File: src/rtl/wt_dcache_rd_arb.sv
// Round-robin arbiter for the single dcache memory read port. Request fields are
// forwarded in the grant cycle; the winner's tag and response are steered one cycle later.
module wt_dcache_rd_arb #(
   parameter int unsigned DCACHE_TAG_WIDTH    = 20,
   parameter int unsigned DCACHE_OFFSET_WIDTH = 4,
   parameter int unsigned NumPorts            = 3,
   parameter int unsigned DCACHE_CL_IDX_WIDTH = 6,
   parameter int unsigned BlkCntWidth         = 16
) (
   input  logic                                          clk_i,
   input  logic                                          rst_ni,
   input  logic                                          wr_cl_vld_i,
   input  logic [NumPorts-1:0]                           port_rd_req_i,
   input  logic [NumPorts-1:0]                           port_rd_tag_only_i,
   input  logic [NumPorts-1:0][DCACHE_CL_IDX_WIDTH-1:0]  port_rd_idx_i,
   input  logic [NumPorts-1:0][DCACHE_OFFSET_WIDTH-1:0]  port_rd_off_i,
   input  logic [NumPorts-1:0][DCACHE_TAG_WIDTH-1:0]     port_rd_tag_i,
   output logic [NumPorts-1:0]                           port_rd_ack_o,
   output logic [NumPorts-1:0]                           port_rsp_vld_o,
   output logic                                          mem_rd_req_o,
   output logic                                          mem_rd_tag_only_o,
   output logic [DCACHE_CL_IDX_WIDTH-1:0]                mem_rd_idx_o,
   output logic [DCACHE_OFFSET_WIDTH-1:0]                mem_rd_off_o,
   output logic [DCACHE_TAG_WIDTH-1:0]                   mem_rd_tag_o,
   input  logic                                          mem_rd_ack_i,
   output logic [BlkCntWidth-1:0]                        blk_cnt_o
);

   localparam int unsigned PtrW = (NumPorts > 1) ? $clog2(NumPorts) : 1;
   typedef logic [PtrW-1:0] ptr_t;

   ptr_t                   rr_ptr_q;
   ptr_t                   owner_q;
   logic                   owner_vld_q;
   logic [BlkCntWidth-1:0] blk_cnt_q;

   ptr_t win;
   logic any_req;
   logic grant;

   // Cyclic scan from the pointer; the candidate index wraps explicitly at NumPorts.
   always_comb begin
      int unsigned cand;
      logic        found;
      win   = rr_ptr_q;
      found = 1'b0;
      for (int unsigned k = 0; k < NumPorts; k++) begin
         cand = int'(rr_ptr_q) + k;
         if (cand >= NumPorts) cand = cand - NumPorts;
         if (!found && port_rd_req_i[cand]) begin
            win   = ptr_t'(cand);
            found = 1'b1;
         end
      end
   end

   assign any_req      = |port_rd_req_i;
   assign mem_rd_req_o = any_req & ~wr_cl_vld_i;
   assign grant        = mem_rd_req_o & mem_rd_ack_i;

   assign mem_rd_idx_o      = any_req ? port_rd_idx_i[win]      : '0;
   assign mem_rd_off_o      = any_req ? port_rd_off_i[win]      : '0;
   assign mem_rd_tag_only_o = any_req ? port_rd_tag_only_i[win] : 1'b0;

   // The tag is only valid the cycle after the ack, so it follows the registered owner.
   assign mem_rd_tag_o = owner_vld_q ? port_rd_tag_i[owner_q] : '0;
   assign blk_cnt_o    = blk_cnt_q;

   generate
      for (genvar gi = 0; gi < NumPorts; gi++) begin : g_port
         assign port_rd_ack_o[gi]  = grant & (win == ptr_t'(gi));
         assign port_rsp_vld_o[gi] = owner_vld_q & (owner_q == ptr_t'(gi));
      end
   endgenerate

   always_ff @(posedge clk_i or negedge rst_ni) begin
      if (!rst_ni) begin
         rr_ptr_q    <= '0;
         owner_q     <= '0;
         owner_vld_q <= 1'b0;
         blk_cnt_q   <= '0;
      end else begin
         owner_vld_q <= grant;
         if (grant) begin
            owner_q  <= win;
            rr_ptr_q <= (win == ptr_t'(NumPorts - 1)) ? '0 : win + 1'b1;
         end
         // Saturate rather than wrap so a long block never reads as a short one.
         if (wr_cl_vld_i && any_req && (blk_cnt_q != '1)) begin
            blk_cnt_q <= blk_cnt_q + 1'b1;
         end
      end
   end

endmodule

File: config.mk
export PLATFORM = sky130hd
export DESIGN_NAME = wt_dcache_rd_arb
export DESIGN_NICKNAME = d
export VERILOG_FILES = /design/src/rtl/wt_dcache_rd_arb.sv
export SDC_FILE = /design/constraint.sdc
export NUM_CORES = 1
export LEC_CHECK = 0
export ABC_AREA = 1
export ABC_CLOCK_PERIOD_IN_PS = 2750
export CORE_MARGIN = 8
export CORE_UTILIZATION = 36
export DETAILED_ROUTE_END_ITERATION = 16
export MAX_ROUTING_LAYER = met4
export PLACE_DENSITY = 0.83
export SLEW_MARGIN = 10
export SYNTH_ARGS = -nofsm -noshare
export SYNTH_HDL_FRONTEND = slang
export SYNTH_SLANG_ARGS = --single-unit
export TNS_END_PERCENT = 30
File: constraint.sdc
create_clock -name clk_i -period 2.75 [get_ports clk_i]
set_input_delay 0.825 -clock clk_i [delete_from_list [all_inputs] [get_ports clk_i]]
set_output_delay 0.825 -clock clk_i [all_outputs]
set_load 0.05 [all_outputs]
==> flow_summary.yaml, run 1 <==
outcome:
  status: "finished, violations left"
  violations: "negative setup slack"
routing:
  initialDrtViolationCount: 122
  via_per_inst: 5.11
  totalWireLength_um: 10200
  firstDrtPassIters: 4
  vias: 3145
  ant_nets: 0
  wl_per_cell_um: 16.6
  remaining_drc_errors: 0
global_route:
  gr-total-overflow: 0
  grt_first_pass_wirelength_um: 15300
  first_global_vias: 3108
  grtUsageTotal_pct: 21.7
  grt_antenna_before_repair: 0
  grt_max_degree: 22
floorplan:
  pin_count: 154
  die-area_sq_mm: 0.00878
  core_sq_mm: 0.00589
  die_h_um: 93.7
  rows: 28
  start_util_pct: 36.9
  die_width_um: 93.7
sta:
  rsz0062_at_grt: "true"
  timing.fmax_mhz: 312
  setup_tns_ps: -5690
  relSlewSlack_pct: 64.2
  worst_pin_slew_ps: 534
  finalSetupViolCount: 14
  fin_crit_ps: 3200
  setup_slack_ps: -453
  slew_viol_final: 0
  hold_viol: 0
  period_share_pct: 116
  fin_skew_ps: 3.99
clocking:
  cts_buffers: 3
  cts_tree: "done"
  clkSlewWorstSetupHoldPaths_ps: 70
  clockBufferDepth: 2
  insertion_delay_ps: 260
  ctsHoldBuffers: 0
  clkSinkCount: 21
  htreeDepth: 1
  clock-root-buffer: "clkbuf_8"
finish:
  final_area_sq_mm: 0.00479
  nets: 646
  areaGrowthSynthToFinish_pct: 120
  fin_cells: 615
  antenna_cells: 0
  drive_gt1_share_pct: 31.5
logic_synthesis:
  synthArstFlopShare_pct: 100
  yosysTopAreaCell: "dfrtp_1"
  synthTopCellsByCount: "nand2_1, nand3_1, inv_1"
  synthMuxAreaShare_pct: 0
  synth_top_family_by_area: "simple AND/OR/NAND/NOR gates"
  yosysMostFrequentCell: "nand2_1"
  synth_warnings: 0
  synth-simple-area-share_pct: 49.3
  synth_edf_count: 0
  ys.flop_type: "dfrtp_1"
  synth_cells: 353
  synth_top_cell_area_share_pct: 24.2
  synthAdderAreaFrac_pct: 2.88
  yosysSeqAreaShare_pct: 24.2
  synth_area_sq_mm: 0.00217
  synthXorXnorAreaFrac_pct: 6.05
  ys_top_cells_by_area: "dfrtp_1, nand2_1, nand3_1"
  yosys.cell_types.count: 27
  synth-compound-area-share_pct: 5.65
  synth.net_count: 458
  ys_ff_latch: 21
  syn_avg_cell_area_sq_um: 6.15
place:
  dp_cells: 605
  portBuffers: 153
  place_ws_ps: -865
  placed_area_sq_mm: 0.00448
  routabilityCongestion: 0.905
  place_hpwl_um: 7970
setup_path:
  setup.worst_path.end_class: "output pin"
  cpPeakStageDelay_ps: 190
  startpoint_type: "primary input"
  crit_chain: "buf_2 -> buf_6 -> nand2_8 -> nand3_4 -> nand2_4 -> nand3_1 -> nand2_1 -> nand2_2 -> nand2_4 -> clkbuf_16 -> nand3_1 -> nand3_1 -> nand2_1 -> inv_2 -> buf_12"
  critPathArrivalTime_ps: 2380
  path_common_cell: "nand3_1"
  crit_slowest_cell: "clkbuf_16"
  path_class: "primary input to output pin"
  crit_required_ps: 1930
  critPathMaxFanout: 8
power:
  p_total_mw: 7.11
  ir_worst_vdd_uv: 1600
  leakagePower_nw: 2.27
  p_per_area_mw_per_mm2: 1490
job:
  maxCapViolCount: 0
min_path:
  hp-class: "flop to flop"
==> kinds of logic (layout without fill, tap and decap cells) <==
logic type,count (synthesis),in the layout
simple gates,233,233
buf+inv,60,247
flops,21,21
compound gates,19,19
xor+xnor,15,15
fa+ha+maj,5,5
==> path summary, 6_finish.rpt <==
check | cells past startpoint | slack, ps | startpoint | endpoint
max | 15 | -450 | port_rd_req_i[0] | mem_rd_off_o[0]
min reg2reg | 1 | 510 | blk_cnt_o[14] | blk_cnt_o[14]
min in group asynchronous | 2 | 910 | rst_ni | blk_cnt_o[5]
min | 1 | 510 | blk_cnt_o[14] | blk_cnt_o[14]
max in group asynchronous | 2 | 1630 | rst_ni | owner_q[0]
max reg2reg | 13 | 660 | rr_ptr_q[0] | rr_ptr_q[1]
==> what timing repair did <==
action,in CTS,in global routing
pin swaps,19,12
cloned,1,1
resized for setup,56,21
buffers inserted,2,2
setup endpoints to repair,15,23
==> state kept, by name, indices dropped and copies added, names as in the netlist <==
register     cells
rr_ptr_q         2
blk_cnt_o       16
owner_q          2
owner_vld_q      1
==> area by class of cell <==
type / count / area [sq um]
timing repair buffer: 194 / 2260
multi-input combinational: 272 / 1670
fill: 378 / 1100
sequential: 21 / 526
inverter: 49 / 196
tap: 75 / 93.8
clock buffer: 3 / 41.3
clock inverter: 1 / 5.00
==> per-layer routing <==
layer | global-route usage, % | wire length, um
met4 | 5.55 | 323
met2 | 40.8 | 5300
met5 | - | 0
met3 | 2.48 | 729
met1 | 23.4 | 3830
==> through the flow <==
step	hold slack, ps	utilization [%]
6_report	512	81.4
5_1_grt	521	81.4
4_1_cts	516	79.4
3_5_place_dp	500	76.2
3_3_place_gp	482	76.2
2_1_floorplan	529	-
==> placed cells by master, fill, tap and decap left out, types with 4 or more instances in the layout <==
master,instances
nand2_2,13
nor2_2,5
buf_12,39
nand2_1,104
nor3_2,5
xor2_1,13
nand3_1,52
nand3_2,21
a22oi_1,10
inv_1,27
clkdlybuf4s50_1,112
buf_6,7
inv_2,18
buf_4,32
nor2_4,4
o21ai_0,5
dfrtp_1,21
nor2_1,11
nor3_1,4
==> worst max-delay path: cells and delay by family <==
family	cells	cell delay, ps
buf+inv	5	640
simple gates	10	900
==> where the power goes <==
group          switching [mW]  internal, mW  total (mW)
logic                    3.65          2.75        6.40
clock network          0.0952         0.101       0.196
registers               0.124         0.393       0.517
total                    3.87          3.25        7.11
Power figures use the tool's default switching activity.
==> run 2: changes to the inputs <==
Settings changed: PLACE_DENSITY 0.83 to default, PLACE_DENSITY_LB_ADDON from default to 0.25.
==> run 2 against run 1 <==
Effect of this change:
- the run still ends with negative setup slack left
- first-iteration DRC count rose by 2.5%
- sequential share of layout area fell by 0.40 points
- sequential power is essentially flat
- via count increased by 4.1%
- final cell count grew 0.81%
- worst setup slack lost 68 ps
- register-to-register slack gained 40 ps
- critical endpoint is now mem_rd_idx_o[3]
==> flow_summary.yaml, run 2 (synthesized netlist as in run 1, its figures left out) <==
routing:
  initialDrtViolationCount: 125
  firstDrtPassIters: 4
  remaining_drc_errors: 0
  wl_per_cell_um: 19.9
  via_per_inst: 5.28
  ant_nets: 0
  vias: 3273
  totalWireLength_um: 12300
sta:
  slew_viol_final: 0
  worst_pin_slew_ps: 672
  setup_tns_ps: -6390
  relSlewSlack_pct: 55.0
  fin_crit_ps: 3270
  setup_slack_ps: -521
  hold_ws_ps: 508
  finalSetupViolCount: 14
  period_share_pct: 119
  rsz0062_at_grt: "true"
  timing.fmax_mhz: 306
  fin_skew_ps: 4.36
  hold_viol: 0
power:
  ir_worst_vdd_uv: 2290
  leakagePower_nw: 2.33
  p_int_mw: 3.49
  p_sw_share_pct: 55.9
  p_clk_share_pct: 2.5
  seqPwrFrac_pct: 6.6
  p_per_area_mw_per_mm2: 1580
  comb_power_share_pct: 90.9
  p_switching_mw: 4.41
  p_total_mw: 7.90
clocking:
  clkSlewWorstSetupHoldPaths_ps: 80
  clock-root-buffer: "clkbuf_8"
  clkSinkCount: 21
  htreeDepth: 1
  cts_buffers: 3
  cts_tree: "done"
  clockBufferDepth: 2
  insertion_delay_ps: 260
  ctsHoldBuffers: 0
outcome:
  status: "finished, violations left"
  violations: "negative setup slack"
global_route:
  gr-total-overflow: 0
  grt_max_degree: 22
  grtUsageTotal_pct: 23.6
  grt_antenna_before_repair: 0
  grt_first_pass_wirelength_um: 16200
  first_global_vias: 3106
finish:
  largest_register_ff_count: 16
  nets: 651
  final_area_sq_mm: 0.00499
  drive_gt1_share_pct: 36.5
  areaGrowthSynthToFinish_pct: 130
  final_cell_mix: "clkdlybuf4s50_1, nand2_1, buf_12"
  final_common_cell: "clkdlybuf4s50_1"
  antenna_cells: 0
floorplan:
  start_util_pct: 36.9
  die-area_sq_mm: 0.00878
  core_sq_mm: 0.00589
  die_h_um: 93.7
  rows: 28
  die_width_um: 93.7
  pin_count: 154
setup_path:
  crit_required_ps: 1930
  critPathArrivalTime_ps: 2450
  critPathMaxFanout: 11
  path_class: "primary input to output pin"
  startpoint_type: "primary input"
  reg2regPathDepth: 15
  setup.worst_path.end_class: "output pin"
place:
  place_ws_ps: -808
  portBuffers: 153
  placed_area_sq_mm: 0.00449
  place_hpwl_um: 8360
  routabilityCongestion: 0.919
job:
  maxCapViolCount: 0
min_path:
  hp-class: "flop to flop"
  hold_path_depth: 1
## run 2: cell types whose count changed in the layout (fill, tap and decap cells not counted), sizes merged
cell    delta
buf        +4
clkbuf     -1
inv        +1
nand2      +1
## run 2: worst max-delay path, stage by stage
cell and delay, ps:
buf_2 100, buf_6 130, nand2_8 70, nand3_4 110, nand2_8 130, nand3_4 130, nand4_1 170, buf_4 230
nand3_1 140, nand3_2 110, nand2_1 60, inv_2 80, buf_12 140
## run 2: repair_timing
action / CTS / global route
cloned: 2 / 1
setup endpoints to repair: 15 / 14
resized for setup: 61 / 60
pin swaps: 20 / 27
setup buffers: 3 / 4
## run 2: path summary, 6_finish.rpt
path                                       start         endpoint  slack, ps
min in group asynchronous                 rst_ni    blk_cnt_o[11]        900
worst min-delay path               blk_cnt_o[14]    blk_cnt_o[14]        510
max in group asynchronous                 rst_ni      rr_ptr_q[0]       1620
worst min register to register     blk_cnt_o[14]    blk_cnt_o[14]        510
worst max-delay path            port_rd_req_i[0]  mem_rd_idx_o[3]       -520
worst max register to register       rr_ptr_q[1]      rr_ptr_q[0]        700
## run 2: layout make-up
type | count | area, sq um
timing repair buffer | 197 | 2270
tap | 75 | 93.8
inverter | 49 | 204
multi-input combinational | 273 | 1840
clock buffer | 3 | 41.3
timing repair inverter | 1 | 8.76
sequential | 21 | 528
clock inverter | 1 | 5.00
fill | 335 | 892
## run 2: layer usage
| layer | share of wire, % | routed length [um] | global-route usage [%] | vias up |
|---|---|---|---|---|
| met5 | 0 | 0 | - | - |
| met4 | 3.2 | 389 | 5.15 | 0 |
| met3 | 6.9 | 851 | 4.16 | 32 |
| li1 | - | - | - | 1522 |
| met1 | 36 | 4470 | 25.6 | 1562 |
| met2 | 54 | 6610 | 43.7 | 157 |
## run 2: per-stage QoR
| stage | cells | util (%) |
|---|---|---|
| final | 620 | 84.8 |
| after global routing | 620 | 84.8 |
| after CTS | 615 | 79.8 |
| after detailed placement | 606 | 76.3 |
| after global placement | 606 | 76.3 |
| after floorplan | 353 | - |
## run 2: power groups by stage
stage	clock (mW)	sequential [mW]	combinational, mW
after global placement	0	0.514	5.49
after global routing	0.216	0.532	7.52
final	0.201	0.520	7.18
after detailed placement	0	0.515	5.60
after floorplan	0	0.700	3.04
after CTS	0.205	0.515	6.16
==> run 3: changes to the inputs <==
Settings changed: CTS_BUF_LIST from default to sky130_fd_sc_hd__clkbuf_16.
==> run 3 against run 2 <==
Effect of this change:
- the run still ends with negative setup slack left
- sequential share of layout area fell by 0.16 points
- critical endpoint is now mem_rd_idx_o[1]
- global-route usage rose by 2.0 points
- die area did not move
- core utilization rose by 1.3 points
- highest routed layer unchanged
- combinational power rose by 2%
- power rose by 3.5%
- final cell count rose by 0.32%
- largest power group unchanged
- sequential power rose by 0.8%
==> flow_summary.yaml, run 3 (synthesized netlist as in run 1, its figures left out) <==
outcome:
  status: "finished, violations left"
  violations: "negative setup slack"
sta:
  worst_pin_slew_ps: 633
  setup_slack_ps: -465
  relSlewSlack_pct: 57.6
  slew_viol_final: 0
  hold_viol: 0
  period_share_pct: 117
  timing.fmax_mhz: 311
  fin_skew_ps: 1.47
  rsz0062_at_grt: "true"
  fin_crit_ps: 3210
  finalSetupViolCount: 14
clocking:
  clkSinkCount: 21
  cts_buffers: 3
  clockBufferDepth: 2
  htreeDepth: 1
  insertion_delay_ps: 250
  ctsHoldBuffers: 0
  clock-root-buffer: "clkbuf_16"
  cts_tree: "done"
  clkSlewWorstSetupHoldPaths_ps: 60
global_route:
  grtUsageTotal_pct: 25.7
  grt_antenna_before_repair: 0
  grt_max_degree: 22
  first_global_vias: 3380
  gr-total-overflow: 0
  grt_first_pass_wirelength_um: 17500
floorplan:
  core_sq_mm: 0.00589
  start_util_pct: 36.9
  die_width_um: 93.7
  pin_count: 154
  rows: 28
  die-area_sq_mm: 0.00878
  die_h_um: 93.7
setup_path:
  path_class: "flop to output pin"
  critPathMaxFanout: 6
  critPathArrivalTime_ps: 2390
  crit_required_ps: 1930
  setup.worst_path.end_class: "output pin"
  cpPeakStageDelay_ps: 410
  path_common_cell: "nand2_2"
  startpoint_type: "flop"
  crit_slowest_cell: "dfrtp_2"
  crit_chain: "inv_2 -> ha_4 -> inv_6 -> nand2_2 -> nand3_2 -> nand2_4 -> nand3_2 -> nand2_2 -> nor2_2 -> nor2_4 -> buf_6 -> nand3_4 -> nand3_4 -> nand2_2 -> inv_2 -> buf_12"
  worst-path-buf-inv: 5
  path_delay_family: "simple AND/OR/NAND/NOR gates"
routing:
  firstDrtPassIters: 6
  remaining_drc_errors: 0
  totalWireLength_um: 12500
  vias: 3389
  ant_nets: 0
  initialDrtViolationCount: 259
  via_per_inst: 5.45
  wl_per_cell_um: 20.1
job:
  maxCapViolCount: 0
place:
  place_ws_ps: -808
  place_hpwl_um: 8360
  portBuffers: 153
  routabilityCongestion: 0.919
  placed_area_sq_mm: 0.00449
  dp_cells: 606
power:
  p_per_area_mw_per_mm2: 1610
  leakagePower_nw: 2.37
  ir_worst_vdd_uv: 2430
  p_total_mw: 8.18
finish:
  largest_register_ff_count: 16
  final_common_cell: "clkdlybuf4s50_1"
  final_cell_mix: "clkdlybuf4s50_1, nand2_1, buf_12"
  areaGrowthSynthToFinish_pct: 133
  antenna_cells: 0
  final_area_sq_mm: 0.00507
  nets: 653
  multi_input_area_sq_mm: 0.00187
  fillerInstances: 305
  drive_gt1_share_pct: 38.0
  register_area_sq_um: 528
  fin_cells: 622
min_path:
  hp-class: "flop to flop"
run 3: cell count changes in the layout (fill, tap and decap cells not counted):
| cell | delta |
|---|---|
| nand3_1 | -7 |
| nand3_2 | +6 |
| clkbuf_16 | +3 |
| clkbuf_8 | -3 |
| nand2_2 | +2 |
| nand2_4 | +2 |
| nand2_8 | -2 |
| buf_6 | +1 |
| ha_1 | +1 |
| ha_2 | -1 |
| nand2_1 | -1 |
| nand3_4 | +1 |
run 3: cell type report:
type,count,share of cell area [%]
clock inverters,1,0.0987
flip-flops and latches,21,10.4
repair buffers,198,45.1
multi-input cells,274,36.9
inverters,49,4.02
clock buffers,3,1.48
well taps,75,1.85
repair inverters,1,0.173
run 3: what timing repair did:
item,CTS,global route
resized for setup,82,46
buffers inserted,6,3
cloned,3,1
pin swaps,29,19
setup endpoints to repair,15,14
run 3: metrics by stage:
stage,utilization (%),setup TNS [ps],hold WS [ps]
finish,86.1,-5950,525
global route,86.1,-7650,537
CTS,82.5,-5220,525
detailed placement,76.3,-11180,499
global placement,76.3,-10480,484
floorplan,-,-1740,529
run 3: power by group:
part | switching [mW] | internal (mW)
Clock | 0.110 | 0.195
Sequential | 0.128 | 0.396
Combinational | 4.31 | 3.04
run 3: final timing paths:
kind / startpoint / endpoint / slack, ps / cells past startpoint
worst max-delay path: rr_ptr_q[0] / mem_rd_idx_o[1] / -460 / 16
worst min register to register: blk_cnt_o[10] / blk_cnt_o[10] / 530 / 1
max in group asynchronous: rst_ni / rr_ptr_q[1] / 1600 / 2
worst max register to register: rr_ptr_q[0] / rr_ptr_q[0] / 730 / 15
worst min-delay path: blk_cnt_o[10] / blk_cnt_o[10] / 530 / 1
min in group asynchronous: rst_ni / blk_cnt_o[11] / 920 / 2
run 3: worst register-to-register path: stages (launching register included):
cell	delay (ps)
dfrtp_2	410
inv_2	60
ha_4	310
inv_6	50
nand2_2	50
nand3_2	80
nand2_4	100
nand2_2	60
nor2_2	110
inv_2	80
buf_4	140
o21ai_4	130
buf_4	150
nor2_1	40
nand2_1	50
o21ai_0	70
run 3: metal layers:
metal	global-route usage [%]	part of all wire (%)	vias up
met5	-	0	-
met4	10.0	4.8	0
met3	5.76	9.6	50
met2	46.9	52	194
met1	26.0	34	1608
li1	-	-	1537
